==> config.mk <==
export PLATFORM = sky130hd
export DESIGN_NAME = fp_mul_norm_round
export DESIGN_NICKNAME = d
export VERILOG_FILES = /design/src/rtl/fp_mul_pkg.sv /design/src/rtl/fp_round_pack.sv /design/src/rtl/fp_mul_norm_round.sv
export SDC_FILE = /design/constraint.sdc
export NUM_CORES = 1
export LEC_CHECK = 0
export CAP_MARGIN = 20
export CORE_UTILIZATION = 56
export DETAILED_ROUTE_END_ITERATION = 10
export GPL_ROUTABILITY_DRIVEN = 0
export GPL_TIMING_DRIVEN = 0
export PLACE_DENSITY_LB_ADDON = 0.3
export SETUP_SLACK_MARGIN = 0.05
export SYNTH_ARGS = -nofsm -noshare
export SYNTH_HDL_FRONTEND = slang
export SYNTH_SLANG_ARGS = --single-unit
==> constraint.sdc <==
create_clock -name clk -period 8.05 [get_ports clk]
set_input_delay 0.805 -clock clk [delete_from_list [all_inputs] [get_ports clk]]
set_output_delay 0.805 -clock clk [all_outputs]
set_load 0.005 [all_outputs]
==> src/rtl/fp_mul_pkg.sv <==
// rtl/fp_mul_pkg.sv - shared constants and stage-1 payload for the FP multiplier back end
package fp_mul_pkg;

    localparam int BIAS     = 127;
    localparam int EXP_MAX  = 255;
    localparam logic [31:0] QNAN = 32'h7FC0_0000;

    localparam int PROD_W   = 33;
    localparam int MANT_W   = 24;
    localparam int E_W      = 10;

    // Normalized beat carried from stage 1 to stage 2; e is two's complement
    typedef struct packed {
        logic              sign;
        logic [E_W-1:0]    e;
        logic [MANT_W-1:0] mant;
        logic              guard;
        logic              sticky;
        logic              zero;
        logic              inf;
        logic              nan;
        logic              bad;
    } s1_t;

endpackage

==> src/rtl/fp_round_pack.sv <==
// rtl/fp_round_pack.sv - round-to-nearest-even, exception priority and IEEE-754 packing
module fp_round_pack import fp_mul_pkg::*; #(
    parameter int EXP_W  = 8,
    parameter int FRAC_W = 23
) (
    input  s1_t                       beat_i,
    output logic [EXP_W+FRAC_W:0]     result_o,
    output logic                      ovf_o,
    output logic                      unf_o,
    output logic                      inexact_o
);

    logic                  rnd;
    logic [MANT_W:0]       m;
    logic signed [E_W-1:0] e_fin;
    logic [FRAC_W-1:0]     frac;
    logic                  unused_hidden;

    // The hidden bit is implied by the packed format and never stored
    assign unused_hidden = m[MANT_W-1];

    // Round, renormalize on carry-out, then apply exceptions in priority order
    always_comb begin
        rnd   = beat_i.guard & (beat_i.sticky | beat_i.mant[0]);
        m     = {1'b0, beat_i.mant} + {{MANT_W{1'b0}}, rnd};
        e_fin = $signed(beat_i.e) + (m[MANT_W] ? 10'sd1 : 10'sd0);
        frac  = m[MANT_W] ? '0 : m[FRAC_W-1:0];

        result_o  = {beat_i.sign, e_fin[EXP_W-1:0], frac};
        ovf_o     = 1'b0;
        unf_o     = 1'b0;
        inexact_o = beat_i.guard | beat_i.sticky;

        if (beat_i.nan || (beat_i.inf && beat_i.zero)) begin
            result_o  = QNAN;
            inexact_o = 1'b0;
        end else if (beat_i.inf) begin
            result_o  = {beat_i.sign, {EXP_W{1'b1}}, {FRAC_W{1'b0}}};
            inexact_o = 1'b0;
        end else if (beat_i.zero) begin
            result_o  = {beat_i.sign, {(EXP_W+FRAC_W){1'b0}}};
            inexact_o = 1'b0;
        end else if (beat_i.bad) begin
            // Product below 1.0 cannot come from two normalized operands
            result_o  = {beat_i.sign, {(EXP_W+FRAC_W){1'b0}}};
            unf_o     = 1'b1;
            inexact_o = 1'b0;
        end else if (e_fin >= $signed(10'(EXP_MAX))) begin
            result_o  = {beat_i.sign, {EXP_W{1'b1}}, {FRAC_W{1'b0}}};
            ovf_o     = 1'b1;
            inexact_o = 1'b1;
        end else if (e_fin <= 10'sd0) begin
            // Flush to zero: subnormals are never produced
            result_o  = {beat_i.sign, {(EXP_W+FRAC_W){1'b0}}};
            unf_o     = 1'b1;
            inexact_o = 1'b1;
        end
    end

endmodule

==> src/rtl/fp_mul_norm_round.sv <==
// rtl/fp_mul_norm_round.sv - two-stage normalize/round/pack stage after the significand multiplier
module fp_mul_norm_round #(
    parameter int BIAS   = 127,
    parameter int EXP_W  = 8,
    parameter int FRAC_W = 23
) (
    input  logic                    clk,
    input  logic                    rst,
    input  logic                    in_valid,
    output logic                    in_ready,
    input  logic [32:0]             prod,
    input  logic                    sign_a,
    input  logic                    sign_b,
    input  logic [EXP_W-1:0]        exp_a,
    input  logic [EXP_W-1:0]        exp_b,
    input  logic                    zero_in,
    input  logic                    inf_in,
    input  logic                    nan_in,
    output logic                    out_valid,
    input  logic                    out_ready,
    output logic [EXP_W+FRAC_W:0]   result,
    output logic                    ovf,
    output logic                    unf,
    output logic                    inexact
);
    import fp_mul_pkg::*;

    s1_t                   s1_q, s1_d;
    logic                  s1_valid_q, s1_valid_d;
    logic                  s2_valid_q, s2_valid_d;
    logic [EXP_W+FRAC_W:0] result_q;
    logic                  ovf_q, unf_q, inexact_q;

    logic                  s2_free, s1_load, s2_load;
    logic [E_W-1:0]        e_sum;
    logic [EXP_W+FRAC_W:0] rp_result;
    logic                  rp_ovf, rp_unf, rp_inexact;
    logic                  unused_prod_msb;

    // Bit 32 of the 2.30 product can never be set by 1.15 operands
    assign unused_prod_msb = prod[32];

    // Handshake: stage 2 frees up when empty or draining; stage 1 when empty or moving on
    always_comb begin
        s2_free    = !s2_valid_q || out_ready;
        in_ready   = !s1_valid_q || s2_free;
        s1_load    = in_valid && in_ready;
        s2_load    = s1_valid_q && s2_free;
        s1_valid_d = in_ready ? in_valid : s1_valid_q;
        s2_valid_d = s2_free ? s1_valid_q : s2_valid_q;
    end

    // Normalize the raw product to a 1.23 mantissa plus guard/sticky
    always_comb begin
        e_sum     = 10'({2'b00, exp_a}) + 10'({2'b00, exp_b}) - 10'(BIAS);
        s1_d      = '0;
        s1_d.sign = sign_a ^ sign_b;
        s1_d.zero = zero_in;
        s1_d.inf  = inf_in;
        s1_d.nan  = nan_in;
        s1_d.bad  = (prod[31:30] == 2'b00);
        if (prod[31]) begin
            s1_d.e      = e_sum + 10'd1;
            s1_d.mant   = prod[31:8];
            s1_d.guard  = prod[7];
            s1_d.sticky = |prod[6:0];
        end else begin
            s1_d.e      = e_sum;
            s1_d.mant   = prod[30:7];
            s1_d.guard  = prod[6];
            s1_d.sticky = |prod[5:0];
        end
    end

    fp_round_pack #(
        .EXP_W  (EXP_W),
        .FRAC_W (FRAC_W)
    ) u_round_pack (
        .beat_i    (s1_q),
        .result_o  (rp_result),
        .ovf_o     (rp_ovf),
        .unf_o     (rp_unf),
        .inexact_o (rp_inexact)
    );

    // Pipeline registers; stage 2 holds its result while the consumer stalls
    always_ff @(posedge clk or posedge rst) begin
        if (rst) begin
            s1_valid_q <= 1'b0;
            s2_valid_q <= 1'b0;
            s1_q       <= '0;
            result_q   <= '0;
            ovf_q      <= 1'b0;
            unf_q      <= 1'b0;
            inexact_q  <= 1'b0;
        end else begin
            s1_valid_q <= s1_valid_d;
            s2_valid_q <= s2_valid_d;
            if (s1_load) begin
                s1_q <= s1_d;
            end
            if (s2_load) begin
                result_q  <= rp_result;
                ovf_q     <= rp_ovf;
                unf_q     <= rp_unf;
                inexact_q <= rp_inexact;
            end
        end
    end

    assign out_valid = s2_valid_q;
    assign result    = result_q;
    assign ovf       = ovf_q;
    assign unf       = unf_q;
    assign inexact   = inexact_q;

endmodule

Yosys cells after proc, flatten, opt, wreduce, memory -nomap -nowiden
Index checks and enable logic that the tools add are counted.
{"block": "totals", "reg_bits": 78, "latchBits": 0, "mem_bits_rw": 0, "romBits": 0, "input_bits": 58, "out_inout_bits": 37, "elab_cells": 63, "memories": 0}
{"block": "classes", "n_addsub": 5, "multipliers": 0, "n_div": 0, "n_lt_le_gt_ge": 2, "eq_ne": 0, "shifts": 0, "mux": 26, "bitwise": 4, "n_reduce_logical": 11}
{"operator": "$mux W31", "n": 5}
{"operator": "$mux W36", "n": 1}
{"operator": "$mux W32", "n": 1}
{"operator": "$add A24 B1 Y25", "n": 1}
{"operator": "$mux W23", "n": 1}
{"operator": "$mux W1", "n": 18}
{"operator": "$add A10 B1 Y10 const B", "n": 1}
{"operator": "$add A10 B10 Y10", "n": 1}
{"operator": "$ge A10 B9 Y1 const B", "n": 1}
{"operator": "$le A10 B1 Y1 const B", "n": 1}
{"operator": "$sub A9 B7 Y10 const B", "n": 1}
{"operator": "$add A8 B8 Y9", "n": 1}
{"operator": "$reduce_or A7 Y1", "n": 1}
{"operator": "$reduce_or A6 Y1", "n": 1}
{"operator": "$logic_and A1 B1 Y1", "n": 3}
{"operator": "$logic_or A1 B1 Y1", "n": 3}
{"operator": "$logic_not A1 Y1", "n": 2}
{"operator": "$logic_not A2 Y1", "n": 1}
{"operator": "$or A1 B1 Y1", "n": 2}
{"operator": "$and A1 B1 Y1", "n": 1}
{"operator": "$xor A1 B1 Y1", "n": 1}

Depth between registers and ports, before layout
{"block": "logic_depth", "word_depth": 12, "depth_mapped": 16, "ltp_nobuf": 14}

Cells and area by module
A second synthesis with hierarchy kept.
{"block": "unflattened", "cells_unflattened": 495, "hier_area_um2": 4908.5}
{"mod": "fp_mul_norm_round", "instances": 1, "cells_per_inst": 322, "area_per_inst_um2": 3721.1, "seq_area_each_um2": 1951.9}
{"mod": "fp_round_pack", "instances": 1, "cells_per_inst": 173, "area_per_inst_um2": 1187.4, "seq_area_each_um2": 0.0}

Worst setup path after synthesis
Ideal clock, no wire load.
{"block": "synth_path", "path_type": "register to register", "start": "reg s1_q[4] (netlist name)", "end": "reg result_q[25] (netlist: result[25])", "setup_ps": 100, "t_arrival_ps": 3479, "t_required_ps": 7950, "path_slack_ps": 4471, "stages_incl_launch_ff": 15, "n_path_buf": 1, "period_less_slack_ps": 3579, "cell_sequence": "dfrtp_1 > o21a_1 > ha_1 > ha_1 > and4_1 > nand4_1 > nor4_1 > ha_1 > ha_1 > buf_2 > xnor2_1 > or3_1 > o31a_1 > or2_1 > a311oi_1"}
{"block": "synth_via", "elab_chain_cells": 12, "elab_cells_between_ends": 13, "cone_classes": "2 x add/sub; 2 x order compare; 7 x mux; 2 x bitwise"}
{"item": "start: declaration", "line_no": "fp_mul_norm_round.sv:28", "source": "s1_t s1_q, s1_d;"}
{"item": "start signal: assignment", "line_no": "fp_mul_norm_round.sv:91", "source": "s1_q <= '0;"}
{"item": "start signal: assignment", "line_no": "fp_mul_norm_round.sv:100", "source": "s1_q <= s1_d;"}
{"item": "$or A1 B1 Y1 *", "line_no": "fp_round_pack.sv:24", "source": "rnd = beat_i.guard & (beat_i.sticky | beat_i.mant[0]);"}
{"item": "$and A1 B1 Y1 *", "line_no": "fp_round_pack.sv:24"}
{"item": "$add A24 B1 Y25 *", "line_no": "fp_round_pack.sv:25", "source": "m = {1'b0, beat_i.mant} + {{MANT_W{1'b0}}, rnd};"}
{"item": "$mux W1 *", "line_no": "fp_round_pack.sv:26", "source": "e_fin = $signed(beat_i.e) + (m[MANT_W] ? 10'sd1 : 10'sd0);"}
{"item": "$add A10 B10 Y10 *", "line_no": "fp_round_pack.sv:26"}
{"item": "$le A10 B1 Y1", "line_no": "fp_round_pack.sv:52", "source": "end else if (e_fin <= 10'sd0) begin"}
{"item": "$mux W31", "line_no": "fp_round_pack.sv:52"}
{"item": "$mux W31 *", "line_no": "fp_round_pack.sv:48", "source": "end else if (e_fin >= $signed(10'(EXP_MAX))) begin"}
{"item": "$mux W31 *", "line_no": "fp_round_pack.sv:43", "source": "end else if (beat_i.bad) begin"}
{"item": "$mux W31 *", "line_no": "fp_round_pack.sv:40", "source": "end else if (beat_i.zero) begin"}
{"item": "$mux W31 *", "line_no": "fp_round_pack.sv:37", "source": "end else if (beat_i.inf) begin"}
{"item": "$mux W32 *", "line_no": "fp_round_pack.sv:34", "source": "if (beat_i.nan || (beat_i.inf && beat_i.zero)) begin"}
{"item": "end signal: assignment", "line_no": "fp_mul_norm_round.sv:103", "source": "result_q <= rp_result;"}
{"item": "end: declaration", "line_no": "fp_mul_norm_round.sv:31", "source": "logic [EXP_W+FRAC_W:0] result_q;"}
Every way passes the cells marked *; elsewhere a longest branch is shown, timed or not.
A chain may end at the register's enable or synchronous reset.

Worst setup path in the final report
{"block": "layout_path", "start": "reg s1_q[4] (netlist name)", "end": "reg result_q[11] (netlist: result[11])"}
{"block": "layout_via", "elab_chain_cells": 12, "elab_cells_between_ends": 14, "cone_classes": "2 x add/sub; 2 x order compare; 8 x mux; 2 x bitwise"}
{"item": "$or A1 B1 Y1 *", "line_no": "fp_round_pack.sv:24"}
{"item": "$and A1 B1 Y1 *", "line_no": "fp_round_pack.sv:24"}
{"item": "$add A24 B1 Y25 *", "line_no": "fp_round_pack.sv:25"}
{"item": "$mux W1", "line_no": "fp_round_pack.sv:26"}
{"item": "$add A10 B10 Y10", "line_no": "fp_round_pack.sv:26"}
{"item": "$le A10 B1 Y1", "line_no": "fp_round_pack.sv:52"}
{"item": "$mux W31", "line_no": "fp_round_pack.sv:52"}
{"item": "$mux W31 *", "line_no": "fp_round_pack.sv:48"}
{"item": "$mux W31 *", "line_no": "fp_round_pack.sv:43"}
{"item": "$mux W31 *", "line_no": "fp_round_pack.sv:40"}
{"item": "$mux W31 *", "line_no": "fp_round_pack.sv:37"}
{"item": "$mux W32 *", "line_no": "fp_round_pack.sv:34"}
Marks and branches as above.

==> results_dict.tcl <==
set metrics [dict create \
    crit_path_max_incr_delay_ns 0.61 \
    synth-async-reset-ratio_pct 100 \
    crit-reg2reg-launch "s1_q[4]" \
    1st_iter_drt_viols 236 \
    reg2reg_setup_slack_ns 3.52 \
    worst_path_most_repeated_cell "sky130_fd_sc_hd__ha_1" \
    worst_hold_path.endpoint "result[4]" \
    area_growth_syn_to_layout_pct 29.0 \
    die_area_um2 8430 \
    internal_power_mw 0.805 \
    power_density_nw_per_um2 203 \
    avgViaCountPerCell 5.75 \
    site_rows 32 \
    synth_fp_nets 577 \
    final_hold_viol_count 0 \
    drive_above_1_share_pct 3.78 \
    drt.antenna.violating_nets 0 \
    crit_start "s1_q[4]" \
    fillerInstances 562 \
    fin_tns_setup_ns 0 \
    hold_path_depth 2 \
    slowest_stage "sky130_fd_sc_hd__nor4_1" \
    timing_max_transition_violations_final 0 \
    placement.cell_area_um2 5610 \
    yosysTopAreaCellShare_pct 43.2 \
    r2r-end "result[11]" \
    leakagePower_nw 2.47 \
    count_of_antenna_diodes_in_the_layout 0 \
    yosys_warnings 0 \
    achievable-frequency_mhz 221 \
    grt_pass1_vias 4014 \
    drt_drc_violations_left 0 \
    gr-usage-all-layers_pct 27.7 \
    combinationalPowerShare_pct 28.9 \
    final_design_area_no_fill_um2 5830 \
    grt_antenna_before_repair 0 \
    cts.clk_slew.worst_paths_ns 0.09 \
    net-switching-power_mw 0.379 \
    hold_ws_ns 0.490 \
    cts-hold-fix-buffers 0 \
    criticalPathCategory "flip-flop to flip-flop" \
    worst-path-buf-inv 2 \
    tritoncts_num_sinks 78 \
    timing.critical_path.max_delay_family "simple AND/OR/NAND/NOR gates" \
    worst_pin_slew_ns 0.849 \
    vdd.ir_drop.worst_uv 98.8 \
    synthCells 498 \
    crit_path_max_fanout 10 \
    first_pass_grt_wire_length_mm 18.4 \
    startpoint_type "flip-flop" \
    floorplan.die.height_um 91.8 \
    skew_ns 0.0115 \
    end_kind "flip-flop" \
    worstPathCellList "o21a_1 -> ha_1 -> ha_1 -> and4_1 -> nand4_1 -> nor4_1 -> ha_1 -> ha_1 -> buf_2 -> xnor2_1 -> or3_1 -> o31a_1 -> nand3_1 -> clkbuf_1 -> o21ai_0" \
    final_min_period_over_clock_period_pct 56.3 \
    core_area_um2 7770 \
    worst_r2r_path_depth 15 \
    power.share.switching_pct 32.0 \
    number_of_flops_mapped_to_enable_cells_by_yosys 0 \
    slew_headroom_pct 42.9 \
    number_of_buffers_created_by_cts 9 \
    tritoncts "built" \
    route.final.wire_length_mm 11.1 \
    most_area_consuming_cells_after_synthesis "sky130_fd_sc_hd__dfrtp_1, sky130_fd_sc_hd__nand2_1, sky130_fd_sc_hd__o21ai_0, sky130_fd_sc_hd__ha_1, sky130_fd_sc_hd__mux2i_1" \
    io_buffers 93 \
    synth.yosys.seq_area_share_pct 43.2 \
    die-width_um 91.8 \
    initial_core_utilization_pct 58.2 \
    netlist_area_um2 4520 \
    final_net_count 682 \
    seq_power_share_pct 43.2 \
    htree_num_levels 3 \
    arrival_ns 4.75 \
    number_of_iterations_in_the_first_detailed_routing_pass 7 \
    clock_insertion_delay_worst_skew_ns 0.35 \
    grt-ovfl-total 0 \
    status "finished clean" \
    post_drt_wl_per_cell_um 15.6 \
    max-clock-path-buffers 2 \
    rsz0062_at_grt "false" \
    holdCritStartpoint "result[4]" \
    postCtsSetupRepairBufs 0 \
    synth_cell_types 49 \
    boundaryPins 95 \
    routed-via-count 4083 \
    ys_ff_latch 78 \
    synth-main-ff-cell "sky130_fd_sc_hd__dfrtp_1" \
    worst_hold_path_type "flip-flop to flip-flop" \
    maximum_number_of_pins_on_one_net_before_global_route_repair 53 \
    synth_largest_area_cell "sky130_fd_sc_hd__dfrtp_1" \
    ctsResizeCount 0 \
    detailedPlacementHpwl_mm 8.35 \
    synth.avg_cell_area_um2 9.07 \
    clk_root_buffer_cell "sky130_fd_sc_hd__clkbuf_8" \
    setup_viol 0 \
    pwr-share-clk_pct 27.9 \
    timing.max_cap.violations 0 \
    cp.required_ns 8.27 \
    post-route-min-period_ns 4.53 \
]
==> final cells by class <==
cell class / count / area, µm² / share of cell area [%]
Tap cell: 102 / 128 / 2.19
Clock buffer: 10 / 128 / 2.19
Multi-Input combinational cell: 378 / 2410 / 41.3
Inverter: 20 / 77.6 / 1.33
Clock inverter: 6 / 92.6 / 1.59
Timing Repair Buffer: 94 / 958 / 16.4
Buffer: 22 / 85.1 / 1.46
Sequential cell: 78 / 1950 / 33.5
==> state kept, by name, indices dropped and copies added, names as in the netlist <==
register	count
inexact	1
out_valid	1
ovf	1
result	32
s1_q	41
s1_valid_q	1
unf	1
==> power by group through the flow <==
stage / clock network (mW) / logic [mW] / registers, mW
final: 0.330 / 0.342 / 0.511
after global routing: 0.349 / 0.379 / 0.519
after CTS: 0.331 / 0.343 / 0.509
after detailed placement: 0 / 0.338 / 0.516
after global placement: 0 / 0.324 / 0.511
after floorplan: 0 / 0.201 / 0.505
==> cell usage in the layout (no fill, tap or decap), types with 11 or more instances in the layout <==
master | netlist | layout
sky130_fd_sc_hd__xnor2_1 | 25 | 25
sky130_fd_sc_hd__nor2_1 | 30 | 30
sky130_fd_sc_hd__o21ai_0 | 60 | 60
sky130_fd_sc_hd__ha_1 | 20 | 20
sky130_fd_sc_hd__clkdlybuf4s50_1 | 0 | 93
sky130_fd_sc_hd__clkbuf_1 | 17 | 18
sky130_fd_sc_hd__dfrtp_1 | 78 | 78
sky130_fd_sc_hd__nor3_1 | 11 | 11
sky130_fd_sc_hd__mux2i_1 | 25 | 25
sky130_fd_sc_hd__inv_1 | 20 | 19
sky130_fd_sc_hd__nand2_1 | 85 | 85
sky130_fd_sc_hd__xor2_1 | 17 | 17
sky130_fd_sc_hd__nand3_1 | 18 | 18
==> cell usage after synthesis (all sizes together), types with 9 or more instances <==
cell    count
inv        20
nor2       30
xor2       17
a211oi      9
nor3       11
mux2i      25
nand3      18
nand2      85
dfrtp      78
clkbuf     17
xnor2      25
o21ai      60
ha         20
==> logic make-up (layout without fill, tap and decap cells) <==
kind of cell	count (synthesis)	count (layout)	share of synthesized area (%)
fa+ha+maj	21	21	5.98
compound gates	104	104	14.0
xor+xnor	43	43	8.64
buf+inv	42	152	3.54
flops	78	78	43.2
simple gates	184	184	18.8
mux	26	26	5.79
==> worst max-delay path by stage <==
| stage | slack (ns) | depth (start not counted) | end |
|---|---|---|---|
| after floorplan | 4.47 | 14 | result[25] |
| after CTS | 3.61 | 15 | result[10] |
| after global routing | 3.10 | 16 | result[14] |
| after global placement | 3.69 | 15 | result[13] |
| final | 3.52 | 15 | result[11] |
| after detailed placement | 3.63 | 15 | result[11] |
==> through the flow <==
stage | util, % | power, mW | cells | setup WS, ns
after floorplan | - | 0.707 | 498 | 4.47
after global placement | 71.8 | 0.836 | 693 | 3.69
after detailed placement | 72.2 | 0.854 | 694 | 3.63
after CTS | 75.0 | 1.18 | 710 | 3.61
after global routing | 75.0 | 1.25 | 710 | 3.10
final | 75.0 | 1.18 | 710 | 3.52
==> worst register-to-register path, cell delays in order (launching register included) <==
cell                       delay (ns)
sky130_fd_sc_hd__dfrtp_1         0.38
sky130_fd_sc_hd__o21a_1          0.14
sky130_fd_sc_hd__ha_1            0.19
sky130_fd_sc_hd__ha_1            0.21
sky130_fd_sc_hd__and4_1          0.22
sky130_fd_sc_hd__nand4_1         0.35
sky130_fd_sc_hd__nor4_1          0.61
sky130_fd_sc_hd__ha_1            0.39
sky130_fd_sc_hd__ha_1            0.19
sky130_fd_sc_hd__buf_2           0.21
sky130_fd_sc_hd__xnor2_1         0.12
sky130_fd_sc_hd__or3_1           0.35
sky130_fd_sc_hd__o31a_1          0.35
sky130_fd_sc_hd__nand3_1         0.20
sky130_fd_sc_hd__clkbuf_1        0.33
sky130_fd_sc_hd__o21ai_0         0.18
==> layer usage <==
metal  global-route usage [%]  wire (µm)  vias to the layer above  share of wire [%]
li1                         -          -                     1957                  -
met1                     34.4       4450                     1901                 40
met2                     47.7       5620                      195                 51
met3                     5.39        786                       30                7.1
met4                     10.8        245                        0                2.2
met5                        0          0                        -                  0
Note: power is estimated with default switching activity, not from simulation.
